`src/rtl/mem_requester_if.sv`:
```
// Bundles used by mem_requester.
// mem_cmd_if: core-side command/response channel. The master (core) drives
//   cmd_* and the slave (requester) returns cmd_ready and resp_*.
// mem_bus_if: memory-side request/ack bus. The master (requester) drives
//   mem_rd_req/mem_wr_req/mem_addr/mem_wr_data, and the slave (memory)
//   returns mem_rd_data/mem_busy/mem_ack.

interface mem_cmd_if #(
  parameter int addr_width = 32,
  parameter int data_width = 32
);
  logic                  cmd_valid;
  logic                  cmd_ready;
  logic                  cmd_wr;
  logic [1:0]            cmd_size;
  logic                  cmd_signed;
  logic [addr_width-1:0] cmd_addr;
  logic [data_width-1:0] cmd_wr_data;
  logic                  resp_valid;
  logic [data_width-1:0] resp_rd_data;
  logic                  resp_err;

  modport master (
    output cmd_valid, cmd_wr, cmd_size, cmd_signed, cmd_addr, cmd_wr_data,
    input  cmd_ready, resp_valid, resp_rd_data, resp_err
  );
  modport slave (
    input  cmd_valid, cmd_wr, cmd_size, cmd_signed, cmd_addr, cmd_wr_data,
    output cmd_ready, resp_valid, resp_rd_data, resp_err
  );
endinterface

interface mem_bus_if #(
  parameter int addr_width = 32,
  parameter int data_width = 32
);
  logic                  mem_rd_req;
  logic                  mem_wr_req;
  logic [addr_width-1:0] mem_addr;
  logic [data_width-1:0] mem_wr_data;
  logic [data_width-1:0] mem_rd_data;
  logic                  mem_busy;
  logic                  mem_ack;

  modport master (
    output mem_rd_req, mem_wr_req, mem_addr, mem_wr_data,
    input  mem_rd_data, mem_busy, mem_ack
  );
  modport slave (
    input  mem_rd_req, mem_wr_req, mem_addr, mem_wr_data,
    output mem_rd_data, mem_busy, mem_ack
  );
endinterface

```
`src/rtl/mem_requester.sv`:
```
// mem_requester: turns one core load/store command at a time into word-aligned
// memory requests. Sub-word stores are done as read-modify-write; sub-word
// loads are lane-extracted and sign/zero-extended. One response per command.
//
// Handshake: a command transfers on a rising clk edge where cmd_valid and
// cmd_ready are both 1; cmd_ready depends only on state and mem_busy, never
// on cmd_valid. resp_valid, mem_rd_req and mem_wr_req are single-cycle pulses
// with no back-pressure; mem_ack is honoured only while in a wait state.
// Byte/half lane logic assumes data_width == 32.

module mem_requester #(
  parameter int addr_width     = 32,
  parameter int data_width     = 32,
  parameter int timeout_cycles = 255
) (
  input  logic       clk,
  input  logic       rst_n,
  mem_cmd_if.slave   cmd_if,
  mem_bus_if.master  mem_if,
  output logic [1:0] state_o
);

  typedef enum logic [1:0] {IDLE, RD_WAIT, RMW_WAIT, WR_WAIT} state_e;

  localparam int            CW      = (timeout_cycles < 2) ? 1 : $clog2(timeout_cycles + 1);
  localparam logic [CW:0]   TO_LIM  = timeout_cycles[CW:0];
  localparam logic [CW:0]   CNT_ONE = {{CW{1'b0}}, 1'b1};

  state_e                state_q, state_d;
  logic [CW-1:0]         cnt_q, cnt_d;
  logic [1:0]            lane_q, lane_d;
  logic [1:0]            size_q, size_d;
  logic                  signed_q, signed_d;
  logic [15:0]           wdata_q, wdata_d;
  logic [addr_width-1:0] mem_addr_q, mem_addr_d;
  logic [data_width-1:0] mem_wr_data_q, mem_wr_data_d;
  logic                  rd_req_q, rd_req_d;
  logic                  wr_req_q, wr_req_d;
  logic                  resp_valid_q, resp_valid_d;
  logic                  resp_err_q, resp_err_d;
  logic [data_width-1:0] resp_data_q, resp_data_d;

  logic                  cmd_accept;
  logic                  misaligned;
  logic [CW:0]           cnt_inc;
  logic                  timed_out;
  logic [7:0]            byte_sel;
  logic [15:0]           half_sel;
  logic [data_width-1:0] load_data;
  logic [data_width-1:0] merged;

  assign cmd_if.cmd_ready = (state_q == IDLE) && !mem_if.mem_busy && rst_n;
  assign cmd_accept       = cmd_if.cmd_valid && cmd_if.cmd_ready;
  assign cnt_inc          = {1'b0, cnt_q} + CNT_ONE;
  assign timed_out        = (timeout_cycles != 0) && (cnt_inc == TO_LIM);

  // Alignment/size legality of the command currently offered
  always_comb begin
    misaligned = 1'b0;
    case (cmd_if.cmd_size)
      2'b00:   misaligned = 1'b0;
      2'b01:   misaligned = cmd_if.cmd_addr[0];
      2'b10:   misaligned = (cmd_if.cmd_addr[1:0] != 2'b00);
      default: misaligned = 1'b1;
    endcase
  end

  // Lane extraction for loads and lane merge for read-modify-write stores
  always_comb begin
    byte_sel  = 8'h00;
    half_sel  = 16'h0000;
    load_data = mem_if.mem_rd_data;
    merged    = mem_if.mem_rd_data;
    case (lane_q)
      2'd0:    byte_sel = mem_if.mem_rd_data[7:0];
      2'd1:    byte_sel = mem_if.mem_rd_data[15:8];
      2'd2:    byte_sel = mem_if.mem_rd_data[23:16];
      default: byte_sel = mem_if.mem_rd_data[31:24];
    endcase
    half_sel = lane_q[1] ? mem_if.mem_rd_data[31:16] : mem_if.mem_rd_data[15:0];
    if (size_q == 2'b00) begin
      load_data = {{(data_width-8){signed_q & byte_sel[7]}}, byte_sel};
      merged[{lane_q, 3'b000} +: 8] = wdata_q[7:0];
    end else if (size_q == 2'b01) begin
      load_data = {{(data_width-16){signed_q & half_sel[15]}}, half_sel};
      merged[{lane_q[1], 4'b0000} +: 16] = wdata_q;
    end
  end

  // Next-state and registered-output logic
  always_comb begin
    state_d       = state_q;
    cnt_d         = cnt_q;
    lane_d        = lane_q;
    size_d        = size_q;
    signed_d      = signed_q;
    wdata_d       = wdata_q;
    mem_addr_d    = mem_addr_q;
    mem_wr_data_d = mem_wr_data_q;
    rd_req_d      = 1'b0;
    wr_req_d      = 1'b0;
    resp_valid_d  = 1'b0;
    resp_err_d    = 1'b0;
    resp_data_d   = '0;
    case (state_q)
      IDLE: begin
        if (cmd_accept) begin
          if (misaligned) begin
            resp_valid_d = 1'b1;
            resp_err_d   = 1'b1;
          end else begin
            lane_d     = cmd_if.cmd_addr[1:0];
            size_d     = cmd_if.cmd_size;
            signed_d   = cmd_if.cmd_signed;
            wdata_d    = cmd_if.cmd_wr_data[15:0];
            mem_addr_d = {cmd_if.cmd_addr[addr_width-1:2], 2'b00};
            cnt_d      = '0;
            if (!cmd_if.cmd_wr) begin
              rd_req_d = 1'b1;
              state_d  = RD_WAIT;
            end else if (cmd_if.cmd_size == 2'b10) begin
              wr_req_d      = 1'b1;
              mem_wr_data_d = cmd_if.cmd_wr_data;
              state_d       = WR_WAIT;
            end else begin
              rd_req_d = 1'b1;
              state_d  = RMW_WAIT;
            end
          end
        end
      end
      RD_WAIT: begin
        if (mem_if.mem_ack) begin
          resp_valid_d = 1'b1;
          resp_data_d  = load_data;
          state_d      = IDLE;
        end else if (timed_out) begin
          resp_valid_d = 1'b1;
          resp_err_d   = 1'b1;
          state_d      = IDLE;
        end else begin
          cnt_d = cnt_inc[CW-1:0];
        end
      end
      RMW_WAIT: begin
        if (mem_if.mem_ack) begin
          // The write phase gets its own fresh timeout window
          wr_req_d      = 1'b1;
          mem_wr_data_d = merged;
          cnt_d         = '0;
          state_d       = WR_WAIT;
        end else if (timed_out) begin
          resp_valid_d = 1'b1;
          resp_err_d   = 1'b1;
          state_d      = IDLE;
        end else begin
          cnt_d = cnt_inc[CW-1:0];
        end
      end
      default: begin
        if (mem_if.mem_ack) begin
          resp_valid_d = 1'b1;
          state_d      = IDLE;
        end else if (timed_out) begin
          resp_valid_d = 1'b1;
          resp_err_d   = 1'b1;
          state_d      = IDLE;
        end else begin
          cnt_d = cnt_inc[CW-1:0];
        end
      end
    endcase
  end

  // State and output registers; reset aborts any transaction silently
  always_ff @(posedge clk or negedge rst_n) begin
    if (!rst_n) begin
      state_q       <= IDLE;
      cnt_q         <= '0;
      lane_q        <= 2'b00;
      size_q        <= 2'b00;
      signed_q      <= 1'b0;
      wdata_q       <= '0;
      mem_addr_q    <= '0;
      mem_wr_data_q <= '0;
      rd_req_q      <= 1'b0;
      wr_req_q      <= 1'b0;
      resp_valid_q  <= 1'b0;
      resp_err_q    <= 1'b0;
      resp_data_q   <= '0;
    end else begin
      state_q       <= state_d;
      cnt_q         <= cnt_d;
      lane_q        <= lane_d;
      size_q        <= size_d;
      signed_q      <= signed_d;
      wdata_q       <= wdata_d;
      mem_addr_q    <= mem_addr_d;
      mem_wr_data_q <= mem_wr_data_d;
      rd_req_q      <= rd_req_d;
      wr_req_q      <= wr_req_d;
      resp_valid_q  <= resp_valid_d;
      resp_err_q    <= resp_err_d;
      resp_data_q   <= resp_data_d;
    end
  end

  assign mem_if.mem_rd_req   = rd_req_q;
  assign mem_if.mem_wr_req   = wr_req_q;
  assign mem_if.mem_addr     = mem_addr_q;
  assign mem_if.mem_wr_data  = mem_wr_data_q;
  assign cmd_if.resp_valid   = resp_valid_q;
  assign cmd_if.resp_err     = resp_err_q;
  assign cmd_if.resp_rd_data = resp_data_q;
  assign state_o             = state_q;

endmodule

```
`src/flat_wrapper.sv`:
```
// flat-port wrapper written by rule: the top's interface ports become plain ports
module mem_requester_flat 
#(
  parameter int addr_width     = 32,
  parameter int data_width     = 32,
  parameter int timeout_cycles = 255
)
  (clk, rst_n, state_o, cmd_if_cmd_valid, cmd_if_cmd_wr, cmd_if_cmd_size, cmd_if_cmd_signed, cmd_if_cmd_addr, cmd_if_cmd_wr_data, cmd_if_cmd_ready, cmd_if_resp_valid, cmd_if_resp_rd_data, cmd_if_resp_err, mem_if_mem_rd_req, mem_if_mem_wr_req, mem_if_mem_addr, mem_if_mem_wr_data, mem_if_mem_rd_data, mem_if_mem_busy, mem_if_mem_ack);
  mem_cmd_if #(.addr_width(addr_width), .data_width(data_width)) cmd_if_i ();
  mem_bus_if #(.addr_width(addr_width), .data_width(data_width)) mem_if_i ();
  input  logic clk;
  input  logic rst_n;
  output logic [1:0] state_o;
  input wire logic [$bits(cmd_if_i.cmd_valid)-1:0] cmd_if_cmd_valid;
  input wire logic [$bits(cmd_if_i.cmd_wr)-1:0] cmd_if_cmd_wr;
  input wire logic [$bits(cmd_if_i.cmd_size)-1:0] cmd_if_cmd_size;
  input wire logic [$bits(cmd_if_i.cmd_signed)-1:0] cmd_if_cmd_signed;
  input wire logic [$bits(cmd_if_i.cmd_addr)-1:0] cmd_if_cmd_addr;
  input wire logic [$bits(cmd_if_i.cmd_wr_data)-1:0] cmd_if_cmd_wr_data;
  output wire logic [$bits(cmd_if_i.cmd_ready)-1:0] cmd_if_cmd_ready;
  output wire logic [$bits(cmd_if_i.resp_valid)-1:0] cmd_if_resp_valid;
  output wire logic [$bits(cmd_if_i.resp_rd_data)-1:0] cmd_if_resp_rd_data;
  output wire logic [$bits(cmd_if_i.resp_err)-1:0] cmd_if_resp_err;
  output wire logic [$bits(mem_if_i.mem_rd_req)-1:0] mem_if_mem_rd_req;
  output wire logic [$bits(mem_if_i.mem_wr_req)-1:0] mem_if_mem_wr_req;
  output wire logic [$bits(mem_if_i.mem_addr)-1:0] mem_if_mem_addr;
  output wire logic [$bits(mem_if_i.mem_wr_data)-1:0] mem_if_mem_wr_data;
  input wire logic [$bits(mem_if_i.mem_rd_data)-1:0] mem_if_mem_rd_data;
  input wire logic [$bits(mem_if_i.mem_busy)-1:0] mem_if_mem_busy;
  input wire logic [$bits(mem_if_i.mem_ack)-1:0] mem_if_mem_ack;
  assign cmd_if_i.cmd_valid = cmd_if_cmd_valid;
  assign cmd_if_i.cmd_wr = cmd_if_cmd_wr;
  assign cmd_if_i.cmd_size = cmd_if_cmd_size;
  assign cmd_if_i.cmd_signed = cmd_if_cmd_signed;
  assign cmd_if_i.cmd_addr = cmd_if_cmd_addr;
  assign cmd_if_i.cmd_wr_data = cmd_if_cmd_wr_data;
  assign cmd_if_cmd_ready = cmd_if_i.cmd_ready;
  assign cmd_if_resp_valid = cmd_if_i.resp_valid;
  assign cmd_if_resp_rd_data = cmd_if_i.resp_rd_data;
  assign cmd_if_resp_err = cmd_if_i.resp_err;
  assign mem_if_mem_rd_req = mem_if_i.mem_rd_req;
  assign mem_if_mem_wr_req = mem_if_i.mem_wr_req;
  assign mem_if_mem_addr = mem_if_i.mem_addr;
  assign mem_if_mem_wr_data = mem_if_i.mem_wr_data;
  assign mem_if_i.mem_rd_data = mem_if_mem_rd_data;
  assign mem_if_i.mem_busy = mem_if_mem_busy;
  assign mem_if_i.mem_ack = mem_if_mem_ack;
  mem_requester #(.addr_width(addr_width), .data_width(data_width), .timeout_cycles(timeout_cycles)) u_core (.clk(clk), .rst_n(rst_n), .cmd_if(cmd_if_i), .mem_if(mem_if_i), .state_o(state_o));
endmodule
```
`config.mk`:
```
export PLATFORM = sky130hd
export DESIGN_NAME = mem_requester_flat
export DESIGN_NICKNAME = d
export VERILOG_FILES = /design/src/rtl/mem_requester_if.sv /design/src/rtl/mem_requester.sv /design/src/flat_wrapper.sv
export SDC_FILE = /design/constraint.sdc
export NUM_CORES = 1
export LEC_CHECK = 0
export CORE_MARGIN = 3
export CORE_UTILIZATION = 43
export CTS_CLUSTER_SIZE = 12
export DETAILED_ROUTE_END_ITERATION = 10
export PLACE_DENSITY = 0.76
export SYNTH_ARGS = -nofsm -noshare
export SYNTH_HDL_FRONTEND = slang
export SYNTH_SLANG_ARGS = --single-unit
```
`constraint.sdc`:
```
create_clock -name clk -period 2.39 [get_ports clk]
set_clock_uncertainty 0.05 [all_clocks]
set_input_delay 0.239 -clock clk [delete_from_list [all_inputs] [get_ports clk]]
set_output_delay 0.239 -clock clk [all_outputs]
set_load 0.05 [all_outputs]
```
### Word-level counts from Yosys, hierarchy flattened

Index checks and enable logic that the tools add are counted.
Widths: inputs -> output; s select.

* shift operators: 4
* multiplexer cells: 49
* reductions and logical operators: 14
* equality and inequality tests: 14
* bitwise operators: 3
* $add $sub $neg: 3

Operators by type and width (number)
* $mux 32: 11
* $bwmux 32: 2
* $pmux 32 s2: 1
* $mux 8: 5
* $shift 16x7->32 const A: 1
* $shift 8x7->32 const A: 1
* $shiftx 16x7->32: 1
* $shiftx 8x7->32: 1
* $pmux 8 s3: 1
* $mux 1: 17
* $mux 16: 1
* $pmux 8 s2: 1
* $neg 5->7: 2
* $mux 2: 6
* $add 8x1->9 const B: 1
* $eq 9x8->1 const B: 1
* $eq 2x1->1 const B: 4
* $logic_not 2->1: 4
* $ne 2x2->1 const B: 4
* $eq 2x2->1 const B: 3
* $reduce_and 3->1: 2
* $reduce_and 6->1: 1
* $pmux 1 s2: 2
* $pmux 2 s2: 1
* other kinds (9): 13

* output and inout bits: 103
* bits in registers: 129
* word-level logic and storage cells: 100

### Logic depth before layout (Yosys ltp)

* depth in word-level cells: 7
* mapped depth: 11
* mapped depth without buffers: 7

### Worst setup path before layout

Ideal clock, no wire load.

* path type: reg-to-reg
* start: register u_core.state_q[1], in the netlist u_core.state_o[1]
* end: register u_core.mem_addr_q[21], in the netlist u_core.mem_if.mem_addr[21]
* required time: 2.215 ns
* arrival: 2.314 ns
* stages on the path, launching flop included: 6
* slack: -0.099 ns
* period minus slack after synthesis: 2.489 ns
* setup time: 0.125 ns
* path through: dfrtp_1 -> nor4b_4 -> o211ai_4 -> buf_6 -> buf_6 -> mux2_4

* word-level cells in the longest chain between the ends: 5

RTL lines
* from (decl): RTL line mem_requester.sv:29 `state_e state_q, state_d;`
* from (signal assigned): RTL line mem_requester.sv:192 `state_q <= state_d;`
* $logic_not 2->1: RTL line mem_requester.sv:52 `assign cmd_if.cmd_ready = (state_q == IDLE) && !mem_if.mem_busy && rst_n;`
* $logic_and 1x1->1 (2 in series): RTL line mem_requester.sv:52
* named net cmd_if_cmd_ready: RTL line flat_wrapper.sv:20 `output wire logic [$bits(cmd_if_i.cmd_ready)-1:0] cmd_if_cmd_ready;`
* $logic_and 1x1->1: RTL line mem_requester.sv:53 `assign cmd_accept = cmd_if.cmd_valid && cmd_if.cmd_ready;`
* $reduce_and 3->1 (no line)
* to (signal assigned): RTL line mem_requester.sv:198 `mem_addr_q <= mem_addr_d;`
* to (decl): RTL line mem_requester.sv:35 `logic [addr_width-1:0] mem_addr_q, mem_addr_d;`

The timed path passes the listed nets, and every way through them passes these cells.
A chain may end at the register's enable or synchronous reset.

### Worst setup path in the final report

* start: register u_core.lane_q[1]
* end: register u_core.resp_data_q[23], in the netlist u_core.cmd_if.resp_rd_data[23]

* word-level cells in the longest chain between the ends: 6

RTL lines
* from (decl): RTL line mem_requester.sv:31 `logic [1:0] lane_q, lane_d;`
* from (signal assigned): RTL line mem_requester.sv:194 `lane_q <= lane_d;`
* $eq 2x2->1 (tied with other cells): RTL line mem_requester.sv:74 `case (lane_q)`
* $pmux 8 s3 or $and 1x1->1 (tied branches): RTL line mem_requester.sv:74, mem_requester.sv:85
* $and 1x1->1 or $mux 32 (tied branches): RTL line mem_requester.sv:82, mem_requester.sv:84
* $mux 32 (*): RTL line mem_requester.sv:81 `if (size_q == 2'b00) begin`
* $mux 32 (*): RTL line mem_requester.sv:133 `if (mem_if.mem_ack) begin`
* $mux 32 (*): RTL line mem_requester.sv:105 `case (state_q)`
* named net u_core.resp_data_d[23]: RTL line mem_requester.sv:41 `logic [data_width-1:0] resp_data_q, resp_data_d;`
* to (signal assigned): RTL line mem_requester.sv:204 `resp_data_q <= resp_data_d;`
* to (decl): RTL line mem_requester.sv:41

Mark *: on every way through the listed nets, which the timed path passes. The rest lies on a longest branch.

==> impl_metrics.ini <==
[floorplanning]
die_area_mm2 = 0.0171
die_h_um = 131
start_util_pct = 44.0
core-area_mm2 = 0.0153
die_w_um = 131
pin_count = 208
rows = 45

[timing]
finalCriticalPeriod_ps = 2210
drv_slew = 0
max_slew.worst_pin.slew_ps = 737
final-setup-viol-count = 0
grt_setup_unrepaired = no
fmax_ghz = 0.452
hold_viol_final = 0
relSlewSlack_pct = 50.9
period_share_pct = 92.5
fin_setup_tns_ps = 0

[cts]
numCtsBuffers = 17
worstSkewPairLatency_ps = 420
clkTransAtPathRegs_ps = 50
root_buffer = clkbuf_16
cts_sinks = 129
ctsLongestPathBuffers = 2
htreeDepth = 4
postCtsSetupRepairBufs = 0
cts_tree = yes

[grt]
grt_pass1_vias = 6154
grt_pass1_wl_mm = 32.4
grt_start_max_net_pins = 130
grt_overflow_total = 0
antenna_found_initial = 1
grtUsageTotal_pct = 24.8

[route]
wl_per_cell_um = 19.0
drt-total-wl_mm = 21.1
drt_iter0_markers = 669
vias_per_cell = 5.67
vias = 6311
firstDrtPassIters = 6
drc = 0
drtAntennaViolNets = 0

[critical_path]
crit_path_cell_trace = buf_4 > ha_1 > buf_4 > a222oi_1 > a211oi_1 > o21bai_2 > o21bai_2 > a21oi_1
critical_path_required_ps = 2600
arrival_ps = 2420
crit_type = flip-flop to flip-flop
cp-start-kind = flip-flop
slowest_stage = dfrtp_1
end_kind = flip-flop
cp_max_fo = 16
cp_slowest_stage_delay_ps = 380

[outcome]
status = finished clean

[finish]
antennaDiodeCount = 0
utilization_pct = 63.3
stdcell_area_mm2 = 0.00967
syn_to_final_growth_pct = 44.0
fillerInstances = 1225
drive_gt1_share_pct = 14.5
layout.nets = 1002
fin_cells = 1113

[placed_design]
placed_area_mm2 = 0.00903
finalWeightedCongestion = 0.952
placed_cells = 1080
detailedPlacementHpwl_mm = 15.1
io_buffers = 205

[power]
clkPwrFrac_pct = 24.5
switching_share_pct = 41.9
p_comb_share_pct = 45.8
switchingPower_mw = 4.68
sequentialPowerShare_pct = 29.7
p_int_mw = 6.49
powerDensity_mw_per_mm2 = 1160
p_leak_nw = 4.11
ir_drop_mv = 0.695

[run]
max-cap-violations = 0

[yosys]
synthCells = 688
synth.distinct_cells = 49
synth_seq_cells = 129
yosys_warnings = 0
synth_area_mm2 = 0.00671
synth_flop_cell = dfrtp_1
synthArstFlopShare_pct = 100
synth_edf_count = 0
avgSynthCellArea_um2 = 9.76
synth_seq_area_share_pct = 48.1

[worst_hold_path]
hp-class = primary input to flip-flop
-- placed cells by master (no fill, tap or decap), types with 9 or more instances in the layout --
cell type        count
clkdlybuf4s50_1    203
dfrtp_1            127
a21oi_1            107
nand2_1             80
nor2_1              49
mux2_2              45
buf_4               31
inv_1               29
a311oi_1            25
o21ai_0             20
a221oi_1            18
clkbuf_16           17
o22ai_1             16
a22oi_1             14
a211oi_1            10
a31oi_1              9
-- path summary, 6_finish.rpt --
path | from | to | slack [ps] | depth (start not counted)
min in group asynchronous | rst_n | u_core.cmd_if.resp_rd_data[29] | 410 | 3
hold reg to reg | u_core.mem_if.mem_addr[5] | u_core.mem_if.mem_addr[5] | 450 | 1
setup / recovery | u_core.lane_q[1] | u_core.cmd_if.resp_rd_data[23] | 180 | 8
max in group asynchronous | rst_n | u_core.state_o[0] | 1240 | 3
hold / removal | cmd_if_cmd_addr[11] | u_core.mem_if.mem_addr[11] | 380 | 2
setup reg to reg | u_core.lane_q[1] | u_core.cmd_if.resp_rd_data[23] | 180 | 8
-- critical path, delay by kind of cell (launching register included) --
kind                       cells  cell delay [ps]
AOI/OAI and AO/OA              5             1070
buffers and inverters          2              350
adders and majority gates      1              200
DFF                            1              380
-- metrics by stage --
stage	hold WS, ps	worst slack [ps]	power (mW)
floorplan	-107	11.4	6.66
global placement	412	178	8.36
detailed placement	414	139	8.43
CTS	361	165	11.2
global route	370	73.8	11.7
finish	378	179	11.2
-- kinds of logic after synthesis --
logic type      count (synthesis)  share of synthesized area (%)
xor+xnor                        2                          0.261
fa+ha+maj                       8                           1.49
mux                            53                           9.26
simple gates                  166                           11.2
other cells                     1                         0.0559
compound gates                242                           23.5
flops                         129                           48.1
buf+inv                        87                           6.19
-- cell type report --
type / instances / area, µm² / area share [%]
inverter: 29 / 109 / 1.13
timing repair buffer: 239 / 2350 / 24.4
multi-input combinational: 473 / 3090 / 31.9
tap: 211 / 264 / 2.73
sequential: 129 / 3230 / 33.4
clock inverter: 11 / 160 / 1.66
clock buffer: 21 / 460 / 4.76
-- synthesized netlist by cell type (3+ instances only) --
cell type / instances / share of area, %
a21o_1: 3 / 0.34
clkbuf_1: 23 / 1.3
buf_6: 6 / 1.0
nand3b_1: 4 / 0.45
dfrtp_1: 129 / 48
nor2b_1: 3 / 0.28
o21ai_0: 20 / 1.5
buf_2: 23 / 1.7
mux2_2: 45 / 7.5
a211oi_1: 10 / 1.1
a31oi_1: 9 / 0.84
a22oi_1: 14 / 1.6
a222oi_1: 8 / 1.2
nand2_1: 80 / 4.5
nand2b_1: 5 / 0.47
nand4_1: 4 / 0.37
nor2_1: 49 / 2.7
o22ai_1: 16 / 1.5
nor3_1: 7 / 0.52
inv_1: 29 / 1.6
nand3_1: 3 / 0.22
buf_4: 4 / 0.45
nor4bb_1: 3 / 0.45
mux2_4: 7 / 1.6
a221oi_1: 18 / 2.3
a21oi_1: 107 / 8.0
ha_1: 8 / 1.5
a311oi_1: 25 / 3.3
-- layer usage --
metal  track usage (%)  part of all wire, %  routed length, µm
met1              31.5                   40               8350
met2              38.6                   46               9750
met3              7.76                   11               2250
met4              11.8                  3.5                732
met5                 0                0.062                 13
-- flip-flops by register name (all words and copies together), names as in the netlist --
| register | cells |
|---|---|
| u_core.cmd_if.resp_rd_data | 32 |
| u_core.cnt_q | 8 |
| u_core.wdata_q | 16 |
| u_core.mem_if.mem_rd_req | 1 |
| u_core.cmd_if.resp_err | 1 |
| u_core.lane_q | 2 |
| u_core.mem_if.mem_addr | 30 |
| u_core.cmd_if.resp_valid | 1 |
| u_core.state_o | 2 |
| u_core.mem_if.mem_wr_req | 1 |
| u_core.mem_if.mem_wr_data | 32 |
| u_core.size_q | 2 |
| u_core.signed_q | 1 |
-- what timing repair did --
item | CTS | global route
hold endpoints to repair | 129 | 0
endpoints found under the setup margin | 0 | 2
hold buffers | 1 | 0
resized for setup | 0 | 1
-- power by group through the flow --
stage | combinational, mW | sequential, mW | clock, mW
after floorplan | 1.77 | 4.89 | 0
after global placement | 5.05 | 3.31 | 0
after detailed placement | 5.09 | 3.33 | 0
after CTS | 5.13 | 3.31 | 2.78
after global routing | 5.45 | 3.39 | 2.89
final | 5.12 | 3.32 | 2.74
Power figures use the tool's default switching activity.
